==> src/rtl/mips_multicycle_control.sv <==
// Multi-cycle MIPS control FSM: sequences FETCH/DECODE/EXEC/MEM/WB, drives datapath
// enables/muxes and the 4-bit alu_op, and stalls on the memory-ready handshake.
module mips_multicycle_control #(
    parameter bit MEM_HANDSHAKE   = 1'b1,
    parameter bit TRAP_ON_ILLEGAL = 1'b1
) (
    input  logic        clk,
    input  logic        rst,
    input  logic [31:0] instr,
    input  logic        zero,
    input  logic        mem_ready,
    output logic        pc_write,
    output logic        pc_write_cond,
    output logic        i_or_d,
    output logic        mem_read,
    output logic        mem_write,
    output logic        ir_write,
    output logic        mem_to_reg,
    output logic        reg_dst,
    output logic        reg_write,
    output logic        alu_src_a,
    output logic [1:0]  alu_src_b,
    output logic        ext_zero,
    output logic [1:0]  pc_source,
    output logic [3:0]  alu_op,
    output logic [3:0]  state_o,
    output logic        illegal
);

    typedef enum logic [3:0] {
        FETCH    = 4'd0,
        DECODE   = 4'd1,
        MEM_ADDR = 4'd2,
        MEM_RD   = 4'd3,
        MEM_WB   = 4'd4,
        MEM_WR   = 4'd5,
        EXEC_R   = 4'd6,
        R_WB     = 4'd7,
        EXEC_I   = 4'd8,
        I_WB     = 4'd9,
        BRANCH   = 4'd10,
        JUMP     = 4'd11,
        HALT     = 4'd12
    } state_t;

    typedef struct packed {
        logic       pc_write;
        logic       pc_write_cond;
        logic       i_or_d;
        logic       mem_read;
        logic       mem_write;
        logic       ir_write;
        logic       mem_to_reg;
        logic       reg_dst;
        logic       reg_write;
        logic       alu_src_a;
        logic [1:0] alu_src_b;
        logic       ext_zero;
        logic [1:0] pc_source;
        logic [3:0] alu_op;
        logic       illegal;
    } ctrl_t;

    localparam logic [5:0] OP_RTYPE = 6'h00;
    localparam logic [5:0] OP_J     = 6'h02;
    localparam logic [5:0] OP_BEQ   = 6'h04;
    localparam logic [5:0] OP_BNE   = 6'h05;
    localparam logic [5:0] OP_ADDIU = 6'h09;
    localparam logic [5:0] OP_SLTI  = 6'h0a;
    localparam logic [5:0] OP_ANDI  = 6'h0c;
    localparam logic [5:0] OP_ORI   = 6'h0d;
    localparam logic [5:0] OP_LUI   = 6'h0f;
    localparam logic [5:0] OP_LW    = 6'h23;
    localparam logic [5:0] OP_SW    = 6'h2b;

    localparam logic [3:0] ALU_ADD  = 4'b0000;
    localparam logic [3:0] ALU_SUB  = 4'b0001;
    localparam logic [3:0] ALU_AND  = 4'b0010;
    localparam logic [3:0] ALU_OR   = 4'b0011;
    localparam logic [3:0] ALU_SLT  = 4'b0100;
    localparam logic [3:0] ALU_SLTU = 4'b0101;
    localparam logic [3:0] ALU_LUI  = 4'b0110;

    localparam state_t ILLEGAL_NEXT = TRAP_ON_ILLEGAL ? HALT : FETCH;

    state_t     state_reg, state_next;
    ctrl_t      ctrl_raw;
    logic       ready;
    logic [5:0] opcode;
    logic [5:0] funct;
    logic [3:0] r_alu_op;
    logic       r_legal;
    logic [3:0] i_alu_op;
    logic       i_ext_zero;

    assign ready  = MEM_HANDSHAKE ? mem_ready : 1'b1;
    assign opcode = instr[31:26];
    assign funct  = instr[5:0];

    always_ff @(posedge clk or posedge rst) begin
        if (rst) begin
            state_reg <= FETCH;
        end else begin
            state_reg <= state_next;
        end
    end

    always_comb begin
        r_alu_op = ALU_ADD;
        r_legal  = 1'b1;
        case (funct)
            6'h21:   r_alu_op = ALU_ADD;
            6'h23:   r_alu_op = ALU_SUB;
            6'h24:   r_alu_op = ALU_AND;
            6'h25:   r_alu_op = ALU_OR;
            6'h2a:   r_alu_op = ALU_SLT;
            6'h2b:   r_alu_op = ALU_SLTU;
            default: r_legal  = 1'b0;
        endcase
    end

    always_comb begin
        i_alu_op   = ALU_ADD;
        i_ext_zero = 1'b0;
        case (opcode)
            OP_SLTI: i_alu_op = ALU_SLT;
            OP_ANDI: begin i_alu_op = ALU_AND; i_ext_zero = 1'b1; end
            OP_ORI:  begin i_alu_op = ALU_OR;  i_ext_zero = 1'b1; end
            OP_LUI:  begin i_alu_op = ALU_LUI; i_ext_zero = 1'b1; end
            default: i_alu_op = ALU_ADD;
        endcase
    end

    always_comb begin
        ctrl_raw   = '0;
        state_next = state_reg;
        case (state_reg)
            FETCH: begin
                ctrl_raw.mem_read  = 1'b1;
                ctrl_raw.alu_src_b = 2'b01;
                ctrl_raw.ir_write  = ready;
                ctrl_raw.pc_write  = ready;
                if (ready) state_next = DECODE;
            end
            DECODE: begin
                // ALU precomputes the branch target while the opcode is dispatched
                ctrl_raw.alu_src_b = 2'b11;
                case (opcode)
                    OP_LW, OP_SW:       state_next = MEM_ADDR;
                    OP_RTYPE:           state_next = EXEC_R;
                    OP_ADDIU, OP_ANDI, OP_ORI, OP_SLTI, OP_LUI:
                                        state_next = EXEC_I;
                    OP_BEQ, OP_BNE:     state_next = BRANCH;
                    OP_J:               state_next = JUMP;
                    default:            state_next = ILLEGAL_NEXT;
                endcase
            end
            MEM_ADDR: begin
                ctrl_raw.alu_src_a = 1'b1;
                ctrl_raw.alu_src_b = 2'b10;
                state_next = (opcode == OP_LW) ? MEM_RD : MEM_WR;
            end
            MEM_RD: begin
                ctrl_raw.mem_read = 1'b1;
                ctrl_raw.i_or_d   = 1'b1;
                if (ready) state_next = MEM_WB;
            end
            MEM_WB: begin
                ctrl_raw.reg_write  = 1'b1;
                ctrl_raw.mem_to_reg = 1'b1;
                state_next = FETCH;
            end
            MEM_WR: begin
                ctrl_raw.mem_write = 1'b1;
                ctrl_raw.i_or_d    = 1'b1;
                if (ready) state_next = FETCH;
            end
            EXEC_R: begin
                ctrl_raw.alu_src_a = 1'b1;
                ctrl_raw.alu_op    = r_legal ? r_alu_op : ALU_ADD;
                state_next = r_legal ? R_WB : ILLEGAL_NEXT;
            end
            R_WB: begin
                ctrl_raw.reg_write = 1'b1;
                ctrl_raw.reg_dst   = 1'b1;
                state_next = FETCH;
            end
            EXEC_I: begin
                ctrl_raw.alu_src_a = 1'b1;
                ctrl_raw.alu_src_b = 2'b10;
                ctrl_raw.alu_op    = i_alu_op;
                ctrl_raw.ext_zero  = i_ext_zero;
                state_next = I_WB;
            end
            I_WB: begin
                ctrl_raw.reg_write = 1'b1;
                state_next = FETCH;
            end
            BRANCH: begin
                ctrl_raw.alu_src_a     = 1'b1;
                ctrl_raw.alu_op        = ALU_SUB;
                ctrl_raw.pc_source     = 2'b01;
                ctrl_raw.pc_write_cond = (opcode == OP_BNE) ? ~zero : zero;
                state_next = FETCH;
            end
            JUMP: begin
                ctrl_raw.pc_write  = 1'b1;
                ctrl_raw.pc_source = 2'b10;
                state_next = FETCH;
            end
            HALT: begin
                ctrl_raw.illegal = 1'b1;
            end
            default: state_next = FETCH;
        endcase
    end

    // Reset masks the outputs combinationally so enables drop without waiting for a clock edge
    ctrl_t ctrl;
    assign ctrl = rst ? '0 : ctrl_raw;

    assign pc_write      = ctrl.pc_write;
    assign pc_write_cond = ctrl.pc_write_cond;
    assign i_or_d        = ctrl.i_or_d;
    assign mem_read      = ctrl.mem_read;
    assign mem_write     = ctrl.mem_write;
    assign ir_write      = ctrl.ir_write;
    assign mem_to_reg    = ctrl.mem_to_reg;
    assign reg_dst       = ctrl.reg_dst;
    assign reg_write     = ctrl.reg_write;
    assign alu_src_a     = ctrl.alu_src_a;
    assign alu_src_b     = ctrl.alu_src_b;
    assign ext_zero      = ctrl.ext_zero;
    assign pc_source     = ctrl.pc_source;
    assign alu_op        = ctrl.alu_op;
    assign illegal       = ctrl.illegal;
    assign state_o       = state_reg;

endmodule

==> config.mk <==
export PLATFORM = sky130hd
export DESIGN_NAME = mips_multicycle_control
export DESIGN_NICKNAME = d
export VERILOG_FILES = /design/src/rtl/mips_multicycle_control.sv
export SDC_FILE = /design/constraint.sdc
export NUM_CORES = 1
export LEC_CHECK = 0
export ABC_AREA = 1
export CORE_UTILIZATION = 36
export DETAILED_ROUTE_END_ITERATION = 6
export PLACE_DENSITY = 0.86
export SETUP_SLACK_MARGIN = 0.4
export SLEW_MARGIN = 20
export SYNTH_ARGS = -nofsm -noshare
export SYNTH_HDL_FRONTEND = slang
export SYNTH_SLANG_ARGS = --single-unit
export TNS_END_PERCENT = 50
==> constraint.sdc <==
create_clock -name clk -period 3.5 [get_ports clk]
set_clock_uncertainty 0.15 [all_clocks]
set_input_delay 0.7 -clock clk [delete_from_list [all_inputs] [get_ports clk]]
set_output_delay 0.7 -clock clk [all_outputs]
set_load 0.005 [all_outputs]
Word-level counts from Yosys, hierarchy flattened
Cells that the tools add are included.
Cells by class
  bitwise gates (word level): 2
  reductions and logical operators: 13
  muxes and demuxes: 29
  eq/ne operators: 31
Operator list (number)
  == test 6 bit (second input constant): 8
  one-hot mux 4 bit (8 select lines): 1
  == test 6 x 4 -> 1 bit (second input constant): 5
  == test 4 bit (second input constant): 5
  two-way mux 20 bit: 1
  two-way mux 4 bit: 5
  one-hot mux 4 bit (5 select lines): 1
  == test 4 x 3 -> 1 bit (second input constant): 4
  one-hot mux 3 bit (5 select lines): 1
  two-way mux 1 bit: 14
  == test 6 x 3 -> 1 bit (second input constant): 2
  one-hot mux 3 bit (4 select lines): 1
  one-hot mux 4 bit (3 select lines): 1
  OR reduction 2 bit: 5
  == test 4 x 2 -> 1 bit (second input constant): 2
  == test 6 x 2 -> 1 bit (second input constant): 1
  logical NOT 6 bit: 1
  inequality test 2 bit (second input constant): 3
  one-hot mux 2 bit (3 select lines): 1
  OR reduction 3 bit: 2
  OR reduction 6 bit: 1
  OR reduction 5 bit: 1
  == test 4 x 1 -> 1 bit (second input constant): 1
  logical NOT 4 bit: 1
  other kinds (6): 7
Storage, ports and cells
  output and inout bits: 24
  register bits: 4
  input port bits: 36

Logic depth before layout (Yosys ltp)
Gate-level depths: netlist of the first run.
  depth after elaboration: 6
  gate-level depth with buffers: 10

Worst setup path after synthesis of the first run
No wires, ideal clock.
  kind: input port to output port
  start: input instr[31]
  end: output pc_write_cond
  path buffers: 0
  required time: 2650 ps
  path slack: 1292 ps
  data arrival time: 1358 ps
  cell stages on the path: 6
  cells stage by stage: nor2_4 nand3_1 inv_1 nand2_1 xor2_1 nor3_1
Between the ends
  word-level cells in the longest chain between the ends: 4
Ends and longest elaborated chain
  start: declaration: line 9  | input logic [31:0] instr,
  == test 6 x 3 -> 1 bit: line 203  | ctrl_raw.pc_write_cond = (opcode == OP_BNE) ? ~zero : zero;
  two-way mux 1 bit: line 203
  two-way mux 1 bit: line 137  | case (state_reg)
  two-way mux 20 bit: line 220  | assign ctrl = rst ? '0 : ctrl_raw;
  end: declaration: line 13  | output logic pc_write_cond,
Every way passes these cells.

Final worst setup path of the first run
  start: input instr[5]
  end: output alu_op[2]
Between the ends
  word-level cells in the longest chain between the ends: 6
  elaborated cells between the ends (all ways): 12
  those cells by class: eq/ne: 6; mux: 5; reduce/logical: 1
Ends and longest elaborated chain
  == test 6 bit: line 111  | case (funct)
  OR reduction 6 bit (no source line)
  two-way mux 1 bit: line 111
  two-way mux 4 bit *: line 180  | ctrl_raw.alu_op = r_legal ? r_alu_op : ALU_ADD;
  one-hot mux 4 bit (3 select lines) *: line 137
  two-way mux 20 bit *: line 220
  end: declaration: line 25  | output logic [3:0] alu_op,
Mark *: on every way between the ends. The rest lies on a longest branch, timed or not.

==> results of run 1 <==
[Yosys cell counts]
library cell	instances	area [um^2]
nand4_1	5	31.3
buf_2	1	5.00
nand2_1	34	128
nor2_4	1	11.3
a31oi_1	1	6.26
inv_2	5	18.8
a21oi_1	8	40.0
nand2_2	2	12.5
dfrtp_1	4	100
a211oi_1	1	7.51
nor3b_2	1	12.5
o21bai_1	1	7.51
inv_1	25	93.8
conb_1	1	3.75
nor3_1	7	35.0
nor2_1	26	97.6
buf_4	1	7.51
o21ai_0	4	20.0
buf_1	1	3.75
xor2_1	1	8.76
clkinv_1	1	3.75
nand3_1	13	65.1
nor2_2	8	50.1
[power by group through the flow]
stage	sequential [uW]	combinational [uW]	clock [uW]
after floorplan	86.1	200	0
after global placement	87.5	340	0
after detailed placement	88.3	345	0
after CTS	88.1	351	60.9
after global routing	91.2	398	66.8
final	88.1	356	60.9
[layer usage]
layer	vias to the layer above	share of wire, %
li1	568	-
met1	484	42
met2	38	53
met3	4	4.0
met4	0	0.82
met5	-	0
[worst max path at each step]
stage,from,end,slack (ns),cells past startpoint
global route,instr[5],alu_op[2],0.30,8
CTS,instr[27],alu_op[2],0.32,8
detailed placement,instr[31],pc_write_cond,0.17,8
finish,instr[5],alu_op[2],0.42,8
floorplan,instr[31],pc_write_cond,1.29,6
global placement,instr[31],pc_write_cond,0.26,8
[worst reg2reg max path: cells and delay by family (launching register included)]
kind	cells	cell delay (ns)
buffers and inverters	2	0.11
flip-flops	1	0.42
AND/OR/NAND/NOR	8	0.77
[cells by family (layout without fill, tap and decap cells)]
group / after synthesis / count (layout) / share of synthesized area (%)
buffers and inverters: 34 / 80 / 17.2
AND/OR/NAND/NOR: 97 / 97 / 57.6
AO/OA/AOI/OAI: 15 / 15 / 10.6
other: 1 / 1 / 0.487
flip-flops: 4 / 4 / 13.0
XOR/XNOR: 1 / 1 / 1.14
[repair_timing]
action / 4_1_cts / 5_1_grt
gates resized for setup: 10 / 4
endpoints found under the setup margin: 4 / 5
hold buffers: 0 / 0
hold endpoints to repair: 0 / 0
pin swaps: 2 / 2
buffers inserted: 4 / 2
[layout make-up]
cell class | count | area (um^2) | share of cell area, %
flip-flops and latches | 4 | 100 | 7.94
multi-input cells | 114 | 547 | 43.4
clock buffers | 3 | 22.5 | 1.79
well taps | 27 | 33.8 | 2.68
inverters | 31 | 116 | 9.24
repair buffers | 46 | 440 | 35.0
[stage by stage]
stage	total power [uW]	cell area [um^2]
floorplan	287	769
global placement	427	1180
detailed placement	434	1180
CTS	500	1240
global route	556	1260
finish	505	1260
==> reports/metrics.csv, run 1 <==
metric,value,unit
register share of total power,17.5,%
Final WS setup,0.422,ns
reg2reg end,state_o[2],
WHS Path Cells,2,
internal power,262,uW
routed wire length,2440,um
switching power,243,uW
CP Launch Type,primary input,
average cell area after synthesis,5.06,um^2
Antenna Nets Post-Route,0,
leakage power,0.000670,uW
GRT Residual Overflow,0,
total track usage,23.2,%
CP top delay family,buffers and inverters,
die area,0.00233,mm^2
input/output buffers,38,
most frequent cells in the layout,"nand2_1 (34), clkdlybuf4s50_1 (29), nor2_1 (24), inv_1 (24), nand3_1 (13)",
crit-path max cell delay,0.50,ns
Core Area,0.00198,mm^2
Hold WS,0.407,ns
PwrDens,401,mW/mm^2
DRC viols,0,
Critical Path AT,2.23,ns
Hold Crit Class,reg -> reg,
"most common cell after layout, fill and taps aside",nand2_1,
Max Slew Vio Count,0,
met2 usage,45.3,%
First DRT Iteration DRCs,47,
Sw Share,48.1,%
CP max FO,4,
Crit Path Class,in -> out,
Worst R2R Setup Slack,1.92,ns
Final min period,3.08,ns
Site Rows,16,
worst reg2reg path depth,10,
peak supply drop,327,uV
Initial Util,38.8,%
via count,1094,
DR vias/cell,4.86,
Yosys reg bits,4,
"Core Util, Final",63.6,%
met3 Track Usage GR,4.07,%
ant diodes,0,
Routed wire per std cell,10.8,um
Area Overhead vs Synth,63.7,%
vias in the first global route,952,
placed insts,216,
worst r2r src,state_o[3],
number of nets in the layout,236,
max reg flops,4,
CTS Buf Count,3,
first-pass GRT wire length,3860,um
Synth Net Count,188,
Post-Synthesis Cells,152,
crit path capture type,primary output,
largest net degree at the start of global routing,11,
synth unique cells,23,
Boundary Pins,60,
DR pass1 iterations,6,
Gate power share,70.5,%
pre-CTS WS,0.172,ns
htree depth,1,
GRT met1 Usage,25.7,%
Hold Path End,state_o[2],
Layout fillers,170,
worst-skew pair later-pin latency,0.25,ns
Final period util,88.0,%
Max-cap violations,0,
RSZ-0062 raised after global routing,yes,
CP max stage cell,clkdlybuf4s50_1,
"Setup violations, final",0,
layout cells sized above 1,15.7,%
synthesized area,769,um^2
Sum Neg Setup Slack,0,ns
Max clock buf depth,2,
CTS Root Buffer Type,clkbuf_4,
CTS tree,done,
gr busiest metal,met2,
Final Hold Viols,0,
DIE WIDTH,48.2,um
maximum clock rate,325,MHz
Buf/Inv on CP,3,
Worst EP required,2.65,ns
final non-filler cell total,225,
die height,48.2,um
DP Wirelength,1920,um
status,completed,
post-synthesis sequential area ratio,13.0,%
clock power share,12.1,%
worst-path cell chain,clkdlybuf4s50_1 -> inv_1 -> nor2_4 -> nand4_1 -> nor2_1 -> a21oi_1 -> nor2_1 -> clkdlybuf4s50_1,
HP Start,state_o[2],
clock sink count,4,
"Reg clk slew, reported paths",0.04,ns
routability-driven placement congestion ratio,0.916,
Yosys warnings,0,
initial antenna violation count,0,
No activity file was read; power rests on OpenSTA's default activity.
==> run 2, diff against run 1 <==
--- a/config.mk
+++ b/config.mk
@@ -9,6 +9,7 @@
 export CORE_UTILIZATION = 36
 export DETAILED_ROUTE_END_ITERATION = 6
 export PLACE_DENSITY = 0.86
+export REMOVE_ABC_BUFFERS = 1
 export SETUP_SLACK_MARGIN = 0.4
 export SLEW_MARGIN = 20
 export SYNTH_ARGS = -nofsm -noshare
==> constraint.sdc (replaced) <==
create_clock -name clk -period 3.55 [get_ports clk]
set_clock_uncertainty 0.15 [all_clocks]
set_input_delay 0.71 -clock clk [delete_from_list [all_inputs] [get_ports clk]]
set_output_delay 0.71 -clock clk [all_outputs]
set_load 0.005 [all_outputs]
==> run 2 against run 1 <==
Compared with the run above:
- combinational power decreased by 3%
- non-clock buffer count decreased by 1
- clock power increased by 2%
- design area decreased by 1.3%
- sequential power decreased by 2%
- sequential cell count unchanged
- register-to-register slack improved by 0.08 ns
- die area unchanged
- global-route usage decreased by 2.5 points
==> reports/metrics.csv, run 2 (same netlist as run 1, synthesis figures left out) <==
metric,value,unit
Critical Path AT,2.36,ns
leakage power,0.000643,uW
status,completed,
Site Rows,16,
Max Slew Vio Count,0,
Final period util,90.8,%
htree depth,1,
CTS Root Buffer Type,clkbuf_4,
worst reg2reg path depth,10,
first-pass GRT wire length,3500,um
total track usage,20.6,%
via count,1109,
WP depth,8,
worst r2r src,state_o[3],
CTS Buf Count,3,
Hold WS,0.413,ns
clock sink count,4,
GRT Residual Overflow,0,
Reg area,100,um^2
DIE WIDTH,48.2,um
reg2reg end,state_o[2],
crit-path max cell delay,0.52,ns
Area Overhead vs Synth,61.6,%
ant diodes,0,
final non-filler cell total,224,
CP max FO,4,
Boundary Pins,60,
maximum clock rate,310,MHz
PwrDens,399,mW/mm^2
DR vias/cell,4.95,
CP top delay family,buffers and inverters,
RSZ-0062 raised after global routing,yes,
placed cell areas,0.00118,mm^2
Core Area,0.00198,mm^2
WHS Path Cells,2,
Crit Path Class,in -> out,
placed insts,216,
Finished Cell Area,0.00124,mm^2
Max-cap violations,0,
largest net degree at the start of global routing,12,
number of nets in the layout,235,
routability-driven placement congestion ratio,0.878,
crit path capture type,primary output,
vias in the first global route,917,
CP max stage cell,clkdlybuf4s50_1,
peak supply drop,245,uV
Hold Path End,state_o[2],
layout cells sized above 1,14.2,%
Hold Crit Class,reg -> reg,
Final min period,3.22,ns
Multi-input gate area,539,um^2
DR pass1 iterations,5,
Sum Neg Setup Slack,0,ns
worst-skew pair later-pin latency,0.25,ns
die height,48.2,um
Routed wire per std cell,10.5,um
max reg flops,4,
First DRT Iteration DRCs,30,
routed wire length,2350,um
worst-path cell chain,clkdlybuf4s50_1 -> inv_1 -> nor2_1 -> nand3_1 -> o21ai_0 -> a21oi_1 -> nor2_1 -> clkdlybuf4s50_1,
Max clock buf depth,2,
"Reg clk slew, reported paths",0.04,ns
die area,0.00233,mm^2
initial antenna violation count,0,
DP Wirelength,1870,um
Final Hold Viols,0,
Worst EP required,2.69,ns
Antenna Nets Post-Route,0,
"Setup violations, final",0,
Worst R2R Setup Slack,2.00,ns
CP Launch Type,primary input,
Layout fillers,191,
DRC viols,0,
Buf/Inv on CP,3,
input/output buffers,38,
Initial Util,38.8,%
most frequent cells in the layout,"nand2_1 (34), clkdlybuf4s50_1 (34), nor2_1 (25), inv_1 (25), nand3_1 (13)",
HP Start,state_o[2],
"Core Util, Final",62.8,%
CTS tree,done,
# hold bufs at CTS,0,
run 2: changes by cell type in the layout (fill, tap and decap cells not counted), sizes merged:
cell and delta:
clkdlybuf4s50 +5, dlygate4sd2 -3, dlymetal6s2s -2, buf -1
run 2: stage by stage:
stage          setup WS [ns]  total power [uW]
6_report               0.325               496
4_1_cts                0.344               495
3_5_place_dp           0.258               429
3_3_place_gp           0.294               421
5_1_grt                0.229               542
2_1_floorplan           1.32               279
run 2: report_power, final:
part	switching (uW)	internal (uW)	total [uW]	leakage, uW
combinational	189	158	347	0.000578
sequential	24.0	62.4	86.4	0.0000517
clock	24.1	38.2	62.3	0.0000138
run 2: how the worst max path moves through the flow:
stage / slack (ns) / to / startpoint
after CTS: 0.34 / alu_op[2] / instr[27]
after global placement: 0.29 / pc_write_cond / instr[31]
final: 0.33 / alu_op[2] / instr[27]
after floorplan: 1.32 / pc_write_cond / instr[31]
after detailed placement: 0.26 / pc_write_cond / instr[31]
after global routing: 0.23 / alu_op[2] / instr[29]
run 2: layout make-up:
cell class	instances	share of cell area (%)
Clock buffer	3	1.81
Inverter	31	9.36
Multi-Input combinational cell	114	43.4
Sequential cell	4	8.05
Tap cell	27	2.72
Timing Repair Buffer	45	34.7
run 2: per-layer routing:
metal | up-vias | share of wire (%) | global-route usage (%)
met4 | 0 | 0.98 | 6.67
met2 | 44 | 52 | 41.6
li1 | 568 | - | -
met3 | 2 | 4.0 | 0.370
met1 | 495 | 43 | 22.7
met5 | - | 0 | 0
run 2: repair_timing:
item                       in CTS  in global routing
gates cloned                    0                  0
pin swaps                       3                  1
setup buffers                   4                  1
gates resized for setup         5                  1
setup endpoints to repair       4                  3
run 2: tightest hold or removal path, cell delays in order, from the launching register on:
cell     delay [ns]
dfrtp_1        0.40
nand2_1        0.07
nand2_1        0.06
==> run 3, diff against run 2 <==
--- a/config.mk
+++ b/config.mk
@@ -8,6 +8,7 @@
 export ABC_AREA = 1
 export CORE_UTILIZATION = 36
 export DETAILED_ROUTE_END_ITERATION = 6
+export GPL_TIMING_DRIVEN = 0
 export PLACE_DENSITY = 0.86
 export REMOVE_ABC_BUFFERS = 1
 export SETUP_SLACK_MARGIN = 0.4
==> run 3 against run 2 <==
Compared with the run above:
- cell count fell by 1.8%
- non-clock buffer count fell by 4
- maximum frequency rose by 3.1%
- first-iteration DRC count fell by 6.7%
- die area did not move
- sequential power barely moved
- sequential share of layout area rose by 0.17 points
- design area fell by 2.1%
- sequential cell count did not move
- critical path type unchanged
- setup slack improved by 0.098 ns
- combinational power barely moved
==> reports/metrics.csv, run 3 (same netlist as run 1, synthesis figures left out) <==
metric,value,unit
total track usage,21.7,%
vias in the first global route,891,
Final period util,88.1,%
maximum clock rate,320,MHz
First DRT Iteration DRCs,28,
Max Slew Vio Count,0,
input/output buffers,38,
DP Wirelength,1840,um
CTS tree,done,
DRC viols,0,
Max-cap violations,0,
peak supply drop,306,uV
PwrDens,399,mW/mm^2
Sw Share,47.3,%
Final Hold Viols,0,
DR pass1 iterations,4,
htree depth,1,
Boundary Pins,60,
CTS Buf Count,3,
largest net degree at the start of global routing,20,
leakage power,0.000630,uW
ant diodes,0,
placed insts,214,
Max clock buf depth,2,
final non-filler cell total,220,
Area Overhead vs Synth,58.2,%
Core Area,0.00198,mm^2
CP max FO,4,
DR vias/cell,4.88,
CP Launch Type,primary input,
layout cells sized above 1,13.5,%
DIE WIDTH,48.2,um
CTS Root Buffer Type,clkbuf_4,
Site Rows,16,
"Setup violations, final",0,
Layout fillers,189,
routed wire length,2280,um
Antenna Nets Post-Route,0,
CP max stage cell,clkdlybuf4s50_1,
via count,1073,
number of nets in the layout,231,
Hold Crit Class,reg -> reg,
max reg flops,4,
worst-path cell chain,clkdlybuf4s50_1 -> nand2_1 -> inv_1 -> nand2_1 -> o21ai_1 -> a21oi_1 -> nor2_1 -> clkdlybuf4s50_1,
initial antenna violation count,0,
clock power share,11.4,%
register share of total power,17.8,%
Routed wire per std cell,10.4,um
# hold bufs at CTS,0,
switching power,230,uW
placed cell areas,0.00117,mm^2
die area,0.00233,mm^2
GRT Residual Overflow,0,
status,completed,
RSZ-0062 raised after global routing,yes,
Crit Path Class,in -> out,
Initial Util,38.8,%
Sum Neg Setup Slack,0,ns
"most common cell after layout, fill and taps aside",nand2_1,
Critical Path AT,2.27,ns
most frequent cells in the layout,"nand2_1 (34), clkdlybuf4s50_1 (31), inv_1 (25), nor2_1 (24), nand3_1 (13)",
worst-skew pair later-pin latency,0.23,ns
first-pass GRT wire length,3600,um
"Reg clk slew, reported paths",0.03,ns
Worst EP required,2.69,ns
Finished Cell Area,0.00122,mm^2
internal power,256,uW
Hold WS,0.398,ns
Gate power share,70.8,%
die height,48.2,um
Final min period,3.13,ns
routability-driven placement congestion ratio,0.891,
crit-path max cell delay,0.53,ns
crit path capture type,primary output,
clock sink count,4,
## run 3: routing by layer
layer	vias up	global-route usage [%]	share of wire (%)
met4	0	4.44	1.5
li1	557	-	-
met1	452	25.1	42
met5	-	0	0
met2	60	40.0	49
met3	4	5.19	7.8
## run 3: through the flow
stage / setup slack, ns / total power, uW / util (%)
6_report: 0.423 / 485 / 61.4
5_1_grt: 0.302 / 549 / 61.4
4_1_cts: 0.341 / 488 / 61.2
3_5_place_dp: 0.131 / 427 / 58.9
3_3_place_gp: 0.213 / 419 / 58.9
2_1_floorplan: 1.32 / 279 / -
## run 3: cell type report
cell class	count	area (um^2)	share of cell area (%)
multi-input combinational	114	547	44.9
clock buffer	3	22.5	1.85
timing repair buffer	41	398	32.7
tap	27	33.8	2.77
inverter	31	116	9.56
sequential	4	100	8.22
## run 3: path summary, 6_finish.rpt
check                           depth (start not counted)        from          to  slack, ns
min in group asynchronous                               2         rst  state_o[1]       0.47
max in group asynchronous                               2         rst  state_o[3]       2.60
worst min register to register                          2  state_o[2]  state_o[2]       0.40
worst max-delay path                                    8   instr[28]   alu_op[2]       0.42
worst min-delay path                                    2  state_o[2]  state_o[2]       0.40
worst max register to register                         10  state_o[3]  state_o[0]       2.02
## run 3: worst max-delay path: cells and delay by family
| family | cells | cell delay, ns |
|---|---|---|
| buffers and inverters | 3 | 1.14 |
| and+or+nand+nor | 3 | 0.21 |
| AOI/OAI and AO/OA | 2 | 0.21 |
## run 3: power groups by stage
stage | registers (uW) | clock network, uW | logic [uW]
3_3_place_gp | 85.8 | 0 | 333
4_1_cts | 86.0 | 58.1 | 344
3_5_place_dp | 86.2 | 0 | 341
5_1_grt | 90.7 | 67.6 | 391
2_1_floorplan | 84.9 | 0 | 194
6_report | 86.4 | 55.5 | 344
## run 3: what timing repair did
| item | CTS | global route |
|---|---|---|
| endpoints found under the hold margin | 0 | 0 |
| endpoints found under the setup margin | 8 | 3 |
| pin swaps | 2 | 0 |
| buffers inserted | 3 | 0 |
| cloned | 0 | 0 |
| resized for setup | 7 | 6 |
